File: src/rtl/instr_fetch_unit.sv
// instr_fetch_unit: program buffer that issues a stored instruction stream, one word per cycle
module instr_fetch_unit #(
  parameter int DEPTH = 64,
  parameter int AW    = 6,
  parameter int IW    = 13
) (
  input  logic          clk,
  input  logic          rst,
  input  logic          prog_wr_en,
  input  logic [AW-1:0] prog_wr_addr,
  input  logic [IW-1:0] prog_wr_data,
  output logic          prog_wr_ack,
  input  logic [AW:0]   prog_len,
  input  logic          start,
  input  logic          stall,
  input  logic          abort,
  output logic [IW-1:0] instruction,
  output logic          instr_valid,
  output logic [AW-1:0] pc,
  output logic [AW:0]   issue_count,
  output logic          busy,
  output logic          done
);
  typedef enum logic [1:0] {IDLE, RUN, DONE} state_t;
  localparam logic [AW:0]   LEN_MAX = (AW+1)'(DEPTH);
  localparam logic [AW:0]   CNT_ONE = (AW+1)'(1);
  localparam logic [AW-1:0] PC_ONE  = AW'(1);
  state_t        state, state_nx;
  logic [IW-1:0] mem [DEPTH];
  logic [AW:0]   len, len_nx, issue_count_nx;
  logic [AW-1:0] pc_nx, pc_inc;
  logic [IW-1:0] instruction_nx;
  logic          instr_valid_nx, busy_nx, done_nx, last, idle_or_done;
  assign idle_or_done = state != RUN;
  assign pc_inc       = pc + PC_ONE;
  assign last         = {1'b0, pc} == len - CNT_ONE;
  // program buffer write port; no reset so contents survive across runs
  always_ff @(posedge clk)
    if (prog_wr_en && idle_or_done) mem[prog_wr_addr] <= prog_wr_data;
  // next state and next registered outputs; mem reads see pre-write contents
  always_comb begin
    state_nx       = state;
    len_nx         = len;
    pc_nx          = pc;
    instruction_nx = instruction;
    instr_valid_nx = instr_valid;
    issue_count_nx = issue_count;
    busy_nx        = busy;
    done_nx        = done;
    if (idle_or_done) begin
      if (start) begin
        len_nx         = prog_len > LEN_MAX ? LEN_MAX : prog_len;
        pc_nx          = '0;
        issue_count_nx = '0;
        state_nx       = prog_len == '0 ? DONE : RUN;
        done_nx        = prog_len == '0;
        instr_valid_nx = prog_len != '0;
        busy_nx        = prog_len != '0;
        instruction_nx = prog_len == '0 ? '0 : mem[0];
      end
    end else if (abort) begin
      state_nx       = IDLE;
      instr_valid_nx = 1'b0;
      instruction_nx = '0;
      busy_nx        = 1'b0;
    end else if (!stall) begin
      issue_count_nx = issue_count + CNT_ONE;
      state_nx       = last ? DONE : RUN;
      pc_nx          = last ? pc : pc_inc;
      instruction_nx = last ? '0 : mem[pc_inc];
      instr_valid_nx = !last;
      busy_nx        = !last;
      done_nx        = last;
    end
  end
  // state register
  always_ff @(posedge clk or negedge rst)
    if (!rst) state <= IDLE;
    else state <= state_nx;
  // registered outputs and run length
  always_ff @(posedge clk or negedge rst)
    if (!rst) begin
      len         <= '0;
      pc          <= '0;
      instruction <= '0;
      instr_valid <= 1'b0;
      issue_count <= '0;
      busy        <= 1'b0;
      done        <= 1'b0;
      prog_wr_ack <= 1'b0;
    end else begin
      len         <= len_nx;
      pc          <= pc_nx;
      instruction <= instruction_nx;
      instr_valid <= instr_valid_nx;
      issue_count <= issue_count_nx;
      busy        <= busy_nx;
      done        <= done_nx;
      prog_wr_ack <= prog_wr_en && idle_or_done;
    end
endmodule

File: config.mk
export PLATFORM = sky130hd
export DESIGN_NAME = instr_fetch_unit
export DESIGN_NICKNAME = d
export VERILOG_FILES = /design/src/rtl/instr_fetch_unit.sv
export SDC_FILE = /design/constraint.sdc
export NUM_CORES = 1
export LEC_CHECK = 0
export ABC_AREA = 0
export BUFFER_PORTS_ARGS = -buffer_cell sky130_fd_sc_hd__buf_4
export CORE_UTILIZATION = 49
export DETAILED_ROUTE_END_ITERATION = 8
export PLACE_DENSITY = 0.66
export SYNTH_ARGS = -nofsm -noshare
export SYNTH_HDL_FRONTEND = slang
export SYNTH_SLANG_ARGS = --single-unit
File: constraint.sdc
create_clock -name clk -period 3.1 [get_ports clk]
set_input_delay 0.775 -clock clk [delete_from_list [all_inputs] [get_ports clk]]
set_output_delay 0.775 -clock clk [all_outputs]
set_load 0.1 [all_outputs]
==> impl_metrics.csv <==
group,metric,value,unit
worst_hold_path,holdCritPathClass,"in -> async",
run_status,outcome,"completed",
clock_network,clockRootBuffer,"clkbuf_16",
critical_path,r2r_end,"instruction[2]$_DFFE_PN0P_",
logic_synthesis,synthFlopType,"edfxtp_1",
logic_synthesis,syn_area,34000,um^2
clock_network,ctsLongestPathBuffers,3,
logic_synthesis,synth_xor_area_frac,0.00360,
pwr,vdd_drop_max,0.00109,V
final_layout,antenna_cells,0,
logic_synthesis,yosysUniqueCellTypes,47,
sta,hold-worst-slack,110,ps
sta,finalSetupViolations,0,
detailed_routing,viasPerCell,6.02,
critical_path,r2r-start,"pc[1]$_DFFE_PN0P_",
global_route,grt_max_degree,106,
die,num_rows,96,
clock_network,ctsResizeCount,0,
logic_synthesis,synth_most_common_cell,"edfxtp_1",
pwr,pwr-share-comb,0.329,
clock_network,cts_hold_buf,0,
logic_synthesis,async_flop_share,0.0426,
pwr,powerDensity,897,nW/um^2
sta,fin_setup_tns,0,ps
critical_path,path_class,"reg -> reg",
final_layout,fill_cells,5137,
detailed_routing,dr.pass1.iters,5,
sta,slew_headroom,0.231,
sta,finalClockSkew,28.2,ps
sta,max_freq,336,MHz
logic_synthesis,synth_edf_count,832,
logic_synthesis,ys_top_cells_by_count,"832 x edfxtp_1, 208 x mux4_2, 180 x nand2_1",
place,io_buffers,61,
sta,fin_crit,2980,ps
critical_path,r2r_slack,120,ps
sta,slew_viol_final,0,
critical_path,cp-start-kind,"register",
logic_synthesis,yosys.area.top_type,"edfxtp_1",
die,start_util,0.495,
final_layout,final_layout_size_suffix_gt1_frac,0.264,
clock_network,cts_setup_buffers,0,
job,drv_cap,0,
logic_synthesis,synth_top_family_by_area,"multiplexers",
clock_network,htreeDepth,3,
place,place.gp.congestion,0.836,
sta,finalHoldViolCount,0,
logic_synthesis,synth-compound-area-share,0.0188,
detailed_routing,drc,0,
clock_network,tritoncts,"done",
critical_path,cp_max_fo,52,
die,pin_count,62,
detailed_routing,drtIter0Drc,1972,
clock_network,cts.clk_slew.worst_paths,60,ps
die,die-height,266,um
detailed_routing,drt-total-wl,79300,um
final_layout,seqCellArea,25900,um^2
place,post-dp-hpwl,47100,um
pwr,p_sw_frac,0.329,
global_route,grt_antenna_before_repair,3,
die,fp.dieW,266,um
final_layout,area_delta_synth_final,14.6,%
pwr,p_sw,11.5,mW
detailed_routing,via_count,17400,
critical_path,crit_arrival,3530,ps
sta,min_period_over_period,0.961,
logic_synthesis,netlist_top_cells_area,"edfxtp_1 73%, mux4_2 14%, dfrtp_1 2.7%",
logic_synthesis,synth_top_area_share,0.734,
pwr,p_leak,12.5,nW
logic_synthesis,ys_seq_area_frac,0.761,
logic_synthesis,synthAdderAreaFrac,0.00110,
sta,rsz0062_at_grt,"false",
clock_network,cts_buffers,85,
logic_synthesis,synth_mux_area_frac,0.146,
final_layout,multi_input_area,7740,um^2
critical_path,worstPathRequired,3650,ps
pwr,seqPwrFrac,0.385,
logic_synthesis,synth_warnings,0,
logic_synthesis,syn_avg_cell_area,19.6,um^2
die,core,68700,um^2
global_route,grt_pass1_wl,117000,um
clock_network,clock_sinks,869,
logic_synthesis,syn_inst,1737,
logic_synthesis,ys_seq_elements,869,
die,dieArea,70500,um^2
logic_synthesis,syn_nets,1772,
pwr,intPower,23.5,mW
global_route,grt_pass1_vias,17500,
critical_path,worstSetupEndpointType,"register",
critical_path,r2r_cells,7,
sta,worst_slew_pin_slew,1150,ps
detailed_routing,post_drt_wl_per_cell,27.4,um
logic_synthesis,synthSimpleGateAreaFrac,0.0563,
detailed_routing,ant_nets,0,
global_route,overflow,0,
final_layout,layout.nets,1923,
clock_network,worstSkewPairLatency,640,ps
pwr,clockPowerShare,0.287,
global_route,grt_usage,0.230,
kinds of logic after synthesis:
logic type	Yosys count
buffers and inverters	108
AOI/OAI and AO/OA	86
DFF	869
muxes	236
adders and majority gates	3
and+or+nand+nor	421
xor gates and xnor gates	14
worst max-delay path, cell delays in order (launching register included):
cell     delay [ps]
dfrtp_1         520
ha_4            460
buf_12          330
mux4_2          280
mux2i_1         130
a32oi_1         550
nand4_1         340
a31oi_1         270
registers in the layout, summed over array words and instances (netlist names):
register	cells
mem	832
instruction	13
issue_count	7
len	7
pc	6
state	2
done	1
prog_wr_ack	1
layer usage:
metal,track usage,vias to the layer above,wire length (um)
li1,-,7375,-
met1,0.334,9160,32600
met2,0.358,752,38100
met3,0.0509,93,7140
met4,0.0586,6,1370
met5,0,-,36
through the flow:
step                       util  total power [mW]  cells  cell area, um^2  setup slack [ps]
after floorplan               -              21.4   1737            34000              15.0
after global placement    0.528              25.1   2732            36300               245
after detailed placement  0.528              25.2   2732            36300               240
after CTS                 0.568              35.2   2889            39000               255
after global routing      0.568              36.2   2889            39000              76.1
final                     0.568              35.0   2889            39000               121
power by group through the flow:
stage	clock network, mW	logic, mW	registers (mW)
3_5_place_dp	0	11.5	13.7
6_report	10.0	11.5	13.5
5_1_grt	10.6	12.1	13.5
4_1_cts	10.2	11.5	13.4
3_3_place_gp	0	11.4	13.7
2_1_floorplan	0	6.81	14.5
cells in the final DEF (no fill, tap or decap), types with 3 or more instances in the layout:
| master | n |
|---|---|
| mux2i_1 | 27 |
| or3b_2 | 8 |
| xnor2_1 | 5 |
| nand3_1 | 65 |
| nor2_1 | 92 |
| buf_12 | 15 |
| mux4_2 | 208 |
| inv_1 | 6 |
| nand3b_1 | 13 |
| a21oi_1 | 17 |
| o211ai_1 | 4 |
| clkbuf_16 | 89 |
| nand2_1 | 180 |
| xor2_1 | 7 |
| nor2b_1 | 6 |
| o22ai_1 | 3 |
| a32oi_1 | 26 |
| o21ai_0 | 8 |
| edfxtp_1 | 832 |
| and3_1 | 4 |
| or3_1 | 6 |
| clkinv_2 | 18 |
| a31oi_1 | 16 |
| or4_1 | 3 |
| buf_4 | 151 |
| dfrtp_1 | 36 |
| clkinv_1 | 24 |
| nor3_1 | 4 |
| bufinv_16 | 6 |
| nand4_1 | 31 |
| clkbuf_1 | 12 |
area by class of cell:
class	count	share of cell area
sequential	869	0.664
clock inverter	54	0.0109
tap	931	0.0299
multi-input combinational	760	0.198
clock buffer	103	0.0590
inverter	6	0.000577
timing repair buffer	166	0.0368
worst max-delay path by stage:
stage / slack (ps) / endpoint / cells after the start / startpoint
6_report: 120 / instruction[2]$_DFFE_PN0P_ / 7 / pc[1]$_DFFE_PN0P_
5_1_grt: 80 / instruction[2]$_DFFE_PN0P_ / 7 / pc[0]$_DFFE_PN0P_
4_1_cts: 260 / instruction[2]$_DFFE_PN0P_ / 7 / pc[0]$_DFFE_PN0P_
3_5_place_dp: 240 / mem[49][12]$_DFFE_PP_ / 5 / prog_wr_addr[2]
3_3_place_gp: 250 / mem[44][10]$_DFFE_PP_ / 5 / prog_wr_addr[0]
2_1_floorplan: 10 / mem[60][0]$_DFFE_PP_ / 5 / prog_wr_addr[2]
Note: power is estimated with default switching activity, not from simulation.
